==> config.mk <==
export PLATFORM = sky130hd
export DESIGN_NAME = psram_wb_arbiter
export DESIGN_NICKNAME = d
export VERILOG_FILES = /design/src/rtl/psram_wb_arbiter.sv
export SDC_FILE = /design/constraint.sdc
export NUM_CORES = 1
export LEC_CHECK = 0
export ABC_AREA = 1
export BUFFER_PORTS_ARGS = -buffer_cell sky130_fd_sc_hd__buf_4
export CAP_MARGIN = 30
export CORE_ASPECT_RATIO = 1.4
export CORE_MARGIN = 2
export CORE_UTILIZATION = 35
export CTS_CLUSTER_DIAMETER = 120
export DETAILED_ROUTE_END_ITERATION = 12
export PLACE_DENSITY = 0.86
export SYNTH_ARGS = -nofsm -noshare
export SYNTH_HDL_FRONTEND = slang
export SYNTH_SLANG_ARGS = --single-unit
==> constraint.sdc <==
create_clock -name clk_i -period 2.9 [get_ports clk_i]
set_input_delay 0.58 -clock clk_i [delete_from_list [all_inputs] [get_ports clk_i]]
set_output_delay 0.58 -clock clk_i [all_outputs]
set_load 0.02 [all_outputs]
==> src/rtl/psram_wb_arbiter.sv <==
// Two-master Wishbone arbiter for the PSRAM burst controller: round-robin grant held
// for a whole cycle, one forced idle gap between owners, per-grant ack watchdog.
module psram_wb_arbiter #(
    parameter int address_width  = 16,
    parameter int data_width     = 16,
    parameter int timeout_cycles = 255
) (
    input  logic                     clk_i,
    input  logic                     rst_i,

    input  logic                     m0_cyc_i,
    input  logic                     m0_stb_i,
    input  logic                     m0_we_i,
    input  logic [address_width-1:0] m0_adr_i,
    input  logic [data_width-1:0]    m0_dat_i,
    output logic [data_width-1:0]    m0_dat_o,
    output logic                     m0_ack_o,
    output logic                     m0_err_o,

    input  logic                     m1_cyc_i,
    input  logic                     m1_stb_i,
    input  logic                     m1_we_i,
    input  logic [address_width-1:0] m1_adr_i,
    input  logic [data_width-1:0]    m1_dat_i,
    output logic [data_width-1:0]    m1_dat_o,
    output logic                     m1_ack_o,
    output logic                     m1_err_o,

    output logic                     s_cyc_o,
    output logic                     s_stb_o,
    output logic                     s_we_o,
    output logic [address_width-1:0] s_adr_o,
    output logic [data_width-1:0]    s_dat_o,
    input  logic [data_width-1:0]    s_dat_i,
    input  logic                     s_ack_i,

    output logic [1:0]               grant_o
);

    // state | meaning
    // idle  | no owner, arbitrate between requests
    // own0  | master 0 owns the controller port
    // own1  | master 1 owns the controller port
    // gap   | one cycle with cyc low before the next arbitration
    localparam logic [1:0] st_idle = 2'd0;
    localparam logic [1:0] st_own0 = 2'd1;
    localparam logic [1:0] st_own1 = 2'd2;
    localparam logic [1:0] st_gap  = 2'd3;

    // The watchdog holds the ack-less cycles already spent, so the limit is one less
    // than the timeout: the error lands on the timeout_cycles-th ack-less cycle.
    localparam logic [7:0] wd_limit = 8'(timeout_cycles - 1);

    logic [1:0] state;
    logic [1:0] state_nxt;
    logic       last_owner;
    logic [7:0] watchdog;
    logic       req0;
    logic       req1;
    logic       own0;
    logic       own1;
    logic       own_cyc;
    logic       timeout;

    assign req0    = m0_cyc_i & m0_stb_i;
    assign req1    = m1_cyc_i & m1_stb_i;
    assign own0    = (state == st_own0);
    assign own1    = (state == st_own1);
    assign own_cyc = (own0 & m0_cyc_i) | (own1 & m1_cyc_i);
    // A late ack on the limit cycle wins over the timeout.
    assign timeout = own_cyc & ~s_ack_i & (watchdog == wd_limit);
    assign grant_o = {own1, own0};

    always_comb begin
        state_nxt = state;
        case (state)
            st_idle: begin
                if (req0 & (~req1 | last_owner)) begin
                    state_nxt = st_own0;
                end else if (req1) begin
                    state_nxt = st_own1;
                end
            end
            st_own0, st_own1: begin
                if (~own_cyc | timeout) begin
                    state_nxt = st_gap;
                end
            end
            st_gap:  state_nxt = st_idle;
            default: state_nxt = st_idle;
        endcase
    end

    always_ff @(posedge clk_i or posedge rst_i) begin
        if (rst_i) begin
            state      <= st_idle;
            last_owner <= 1'b1;
            watchdog   <= 8'd0;
        end else begin
            state <= state_nxt;
            if (state == st_idle && state_nxt == st_own0) begin
                last_owner <= 1'b0;
            end else if (state == st_idle && state_nxt == st_own1) begin
                last_owner <= 1'b1;
            end
            if (~(own0 | own1) | s_ack_i) begin
                watchdog <= 8'd0;
            end else begin
                watchdog <= watchdog + 8'd1;
            end
        end
    end

    always_comb begin
        s_cyc_o  = 1'b0;
        s_stb_o  = 1'b0;
        s_we_o   = 1'b0;
        s_adr_o  = '0;
        s_dat_o  = '0;
        m0_dat_o = '0;
        m0_ack_o = 1'b0;
        m0_err_o = 1'b0;
        m1_dat_o = '0;
        m1_ack_o = 1'b0;
        m1_err_o = 1'b0;
        if (own0) begin
            s_cyc_o  = m0_cyc_i & ~timeout;
            s_stb_o  = m0_stb_i & ~timeout;
            s_we_o   = m0_we_i;
            s_adr_o  = m0_adr_i;
            s_dat_o  = m0_dat_i;
            m0_dat_o = s_dat_i;
            m0_ack_o = s_ack_i & m0_cyc_i;
            m0_err_o = timeout;
        end else if (own1) begin
            s_cyc_o  = m1_cyc_i & ~timeout;
            s_stb_o  = m1_stb_i & ~timeout;
            s_we_o   = m1_we_i;
            s_adr_o  = m1_adr_i;
            s_dat_o  = m1_dat_i;
            m1_dat_o = s_dat_i;
            m1_ack_o = s_ack_i & m1_cyc_i;
            m1_err_o = timeout;
        end
    end

endmodule

### Word level (Yosys, flattened, before mapping)

Index checks and enable logic that the tools add are counted.

* register bits: 11
* input port bits: 89
* logic and storage cells: 64
* output and inout bits: 73

* mux-type cells: 26
* bitwise operators: 23
* reductions and logical operators: 5
* equality and inequality tests: 6
* $add $sub $neg: 1

Operators with widths (count)
* 16-bit 2-to-1 mux: 7
* 1-bit 2-to-1 mux: 14
* 1-bit AND: 13
* 8-bit by 1-bit adder with 8-bit output (second input constant): 1
* 8-bit equality test (second input constant): 1
* 8-bit 2-to-1 mux: 1
* 2-bit equality test (second input constant): 3
* 2-bit 2-to-1 mux: 3
* 2-bit one-hot mux with 3 select lines: 1
* 1-bit NOT: 5
* 1-bit OR: 5
* 2-bit by 1-bit equality test with 1-bit output (second input constant): 2
* 1-bit logical AND: 2
* 2-bit zero test: 1
* 2-bit nonzero test: 1
* 2-bit OR reduction: 1

### Longest topological paths before layout

* depth after elaboration: 12
* gate-level depth with buffers: 12
* mapped depth without buffers: 11

### Worst setup path before layout

No wires, ideal clock.

* path type: register to output
* start: register state[1]
* end: output port s_stb_o
* cell stages (with the launch flop): 7
* data required time: 2320 ps
* arrival time: 1492 ps
* slack: 828 ps
* path buffers: 2
* cells stage by stage: dfrtp_1 inv_1 ha_1 buf_2 buf_2 nand2_1 a21oi_1

* word-level cells in the longest chain between the ends: 9
* elaborated cells on any way between the ends: 12
* classes of those cells: eq/ne: 2; mux: 2; bitwise: 8

Ends and longest elaborated chain
* from (decl): line 54 `logic [1:0] state;`
* from (signal assigned): line 96 `state <= st_idle;`
* from (signal assigned): line 100 `state <= state_nxt;`
* 2-bit by 1-bit equality test with 1-bit output (*): line 67 `assign own0 = (state == st_own0);`
* named net own0: line 60 `logic own0;`
* 1-bit AND: line 69 `assign own_cyc = (own0 & m0_cyc_i) | (own1 & m1_cyc_i);`
* 1-bit OR: line 69
* 1-bit AND (2 in a row): line 71 `assign timeout = own_cyc & ~s_ack_i & (watchdog == wd_limit);`
* 1-bit NOT: line 128, 137
* 1-bit AND: line 137 `s_stb_o = m1_stb_i & ~timeout;`
* 1-bit 2-to-1 mux: line 135 `end else if (own1) begin`
* 1-bit 2-to-1 mux (*): line 126 `if (own0) begin`
* to (decl): line 30 `output logic s_stb_o,`

Mark *: on every way through the listed nets, which the timed path passes. The rest lies on a longest branch.

### Worst setup path after layout

* start: register state[1]
* end: output port s_cyc_o

* word-level cells in the longest chain between the ends: 9
* elaborated cells on any way between the ends: 12
* classes of those cells: eq/ne: 2; mux: 2; bitwise: 8

Ends and longest elaborated chain
* 2-bit by 1-bit equality test with 1-bit output or 2-bit equality test (tied branches): line 67, 68
* 1-bit AND: line 69
* 1-bit OR: line 69
* 1-bit AND (2 in a row): line 71
* 1-bit NOT: line 127, 136
* 1-bit AND: line 136 `s_cyc_o = m1_cyc_i & ~timeout;`
* 1-bit 2-to-1 mux: line 135
* 1-bit 2-to-1 mux (*): line 126
* to (decl): line 29 `output logic s_cyc_o,`

Every way passes the cells marked *; elsewhere a longest branch is shown, timed or not.

==> run metrics <==
Sum Neg Setup Slack 0 ns; cell area power density 892 nW/um^2; Final #Nets 457; width of the die 55.4 um; vias in the first global route 1827; Setup crit start kind register; Longest Clk Path Bufs 2; Crit Path Category reg -> out; max-slew violation count 0; initial antenna violation count 0; post-synth cell types 20; Clk pin slew, worst setup/hold paths 0.05 ns; Placeable Area 3610 um^2; Total GRT Usage 26.4%; GPL Wtd Cong 0.884; FF-to-FF Start state[1]; MaxCap Viol Count 0; #FFs+latches synth 11; Die ar. 4210 um^2; DRT iter0 DRCs 99; most frequent cells in the layout buf_4 (162), nand2_1 (62), a22o_1 (33), inv_1 (32), nor2_1 (30); DRC 0; max_slew headroom 62.4%; crit path DAT 2.01 ns; unrepaired setup endpoints after global routing false; Post-synth EDFFs 0; Syn-to-layout area delta 97.3%; Synth Net Count 303; pre-CTS setup slack 0.584 ns; Die Y 76.0 um; crit path cell chain inv_1 > ha_2 > inv_2 > nand2_1 > inv_2 > nand2_1 > a21oi_1 > buf_4; ANT cells 0; global route overflow 0; commonest non-fill, non-tap cell in the layout buf_4; CTS root buf clkbuf_8; final WL 5.76 mm; R2R setup slack 1.13 ns; Setup Skew 0.000519 ns; port bufs 161; f_max 386 MHz; syn avg cell area 6.20 um^2; largest net degree at the start of global routing 55; Sink Count 11; global-route wire length before repair 9.03 mm; initial core utilization 35.9%; H-tree depth 1; Synth async-reset ratio 100%; peak supply drop 0.743 mV; row count 26; Least-Margin Pin Slew 0.563 ns; R2R depth 11; Tmin final 2.59 ns; Required @ worst endpoint 2.32 ns; Setup Buffers After CTS 0; crit path to s_cyc_o; via count 1949; I/O pin cnt 162; Post-Synthesis Cells 209; predominant post-synthesis flop cell dfrtp_1; Mapped Area 1290 um^2; post-synthesis sequential area ratio 21.4%; drt wl/cell 14.3 um; CTS tree built; crit-path max cell delay 0.43 ns; fin crit share 89.2%; Post-CTS Hold Buffers 0; Hold Path Class in -> async; endpoints failing setup 0; P_leak 1.58 nW; worst setup path start state[1]; Hold Vio Cnt, Final 0; Ys Warns 0; Worst-Skew Late Latency 0.24 ns; Design Power 2.28 mW; TritonCTS Buffers 3; Final ANT Viol Nets 0; # resized after CTS 0; dpl hpwl 4.74 mm; r2r endpoint last_owner; vias per cell 4.82; critical path peak fanout 35; crit end category output pin; slowest cell on the critical path inv_2; first-pass iteration count of the detailed router 4; outcome complete, no violations; layout cells sized above 1 47.8%; Final WS setup 0.312 ns
[cell type report]
type / instances / area, um^2
inverter: 34 / 128
clock buffer: 3 / 41.3
fill: 311 / 1060
clock inverter: 1 / 5.00
tap: 42 / 52.6
multi-input combinational: 150 / 816
sequential: 11 / 277
timing repair buffer: 163 / 1240
[registers in the layout, indices dropped and copies added, names as in the netlist]
signal	count
state	2
last_owner	1
watchdog	8
[cell families (layout without fill, tap and decap cells)]
group	count (synthesis)	after routing	synth area share, %
compound gates	42	42	26.0
simple gates	103	103	32.0
flops	11	11	21.4
buf+inv	48	201	15.8
fa+ha+maj	5	5	4.83
[per-stage QoR]
stage	std cells	instance area, um^2	hold slack [ns]	utilization, %
3_5_place_dp	400	2510	0.493	69.5
5_1_grt	404	2550	0.394	70.8
3_3_place_gp	400	2510	0.482	69.5
2_1_floorplan	209	1290	0.432	-
4_1_cts	404	2550	0.362	70.8
6_report	404	2550	0.343	70.8
[cell usage after synthesis, types with 3 or more instances]
cell type,number,area share [%]
nand2_1,62,18
a22o_1,33,22
inv_1,32,9.3
nor2_1,30,8.7
dfrtp_1,10,19
buf_2,8,3.1
a21oi_1,7,2.7
ha_1,5,4.8
clkbuf_1,3,0.87
nand3_1,3,1.2
nor3_1,3,1.2
nor3b_1,3,1.7
[layer usage]
metal	global-route usage [%]	wire length, um	part of all wire [%]
met1	36.7	2510	44
met2	42.4	2740	47
met3	5.09	474	8.2
met4	5.37	42	0.73
met5	0	0	0
[critical path, delay by kind of cell (launching register included)]
kind / cells / cell delay, ns
buffers and inverters: 4 / 0.75
DFF: 1 / 0.34
adders and majority gates: 1 / 0.30
and+or+nand+nor: 2 / 0.20
AOI/OAI and AO/OA: 1 / 0.17
[worst min-delay path by stage]
| stage | to | start | slack (ns) | cells after the start |
|---|---|---|---|---|
| 6_report | state[0] | rst_i | 0.34 | 2 |
| 2_1_floorplan | state[0] | rst_i | 0.43 | 1 |
| 4_1_cts | watchdog[1] | rst_i | 0.36 | 2 |
| 3_5_place_dp | watchdog[0] | watchdog[0] | 0.49 | 1 |
| 3_3_place_gp | watchdog[0] | watchdog[0] | 0.48 | 1 |
| 5_1_grt | watchdog[1] | rst_i | 0.39 | 2 |
[power by group]
group          switching, mW  internal [mW]
sequential            0.0211          0.190
combinational           1.11          0.797
clock                 0.0622         0.0947
No activity file was read; power rests on OpenSTA's default activity.
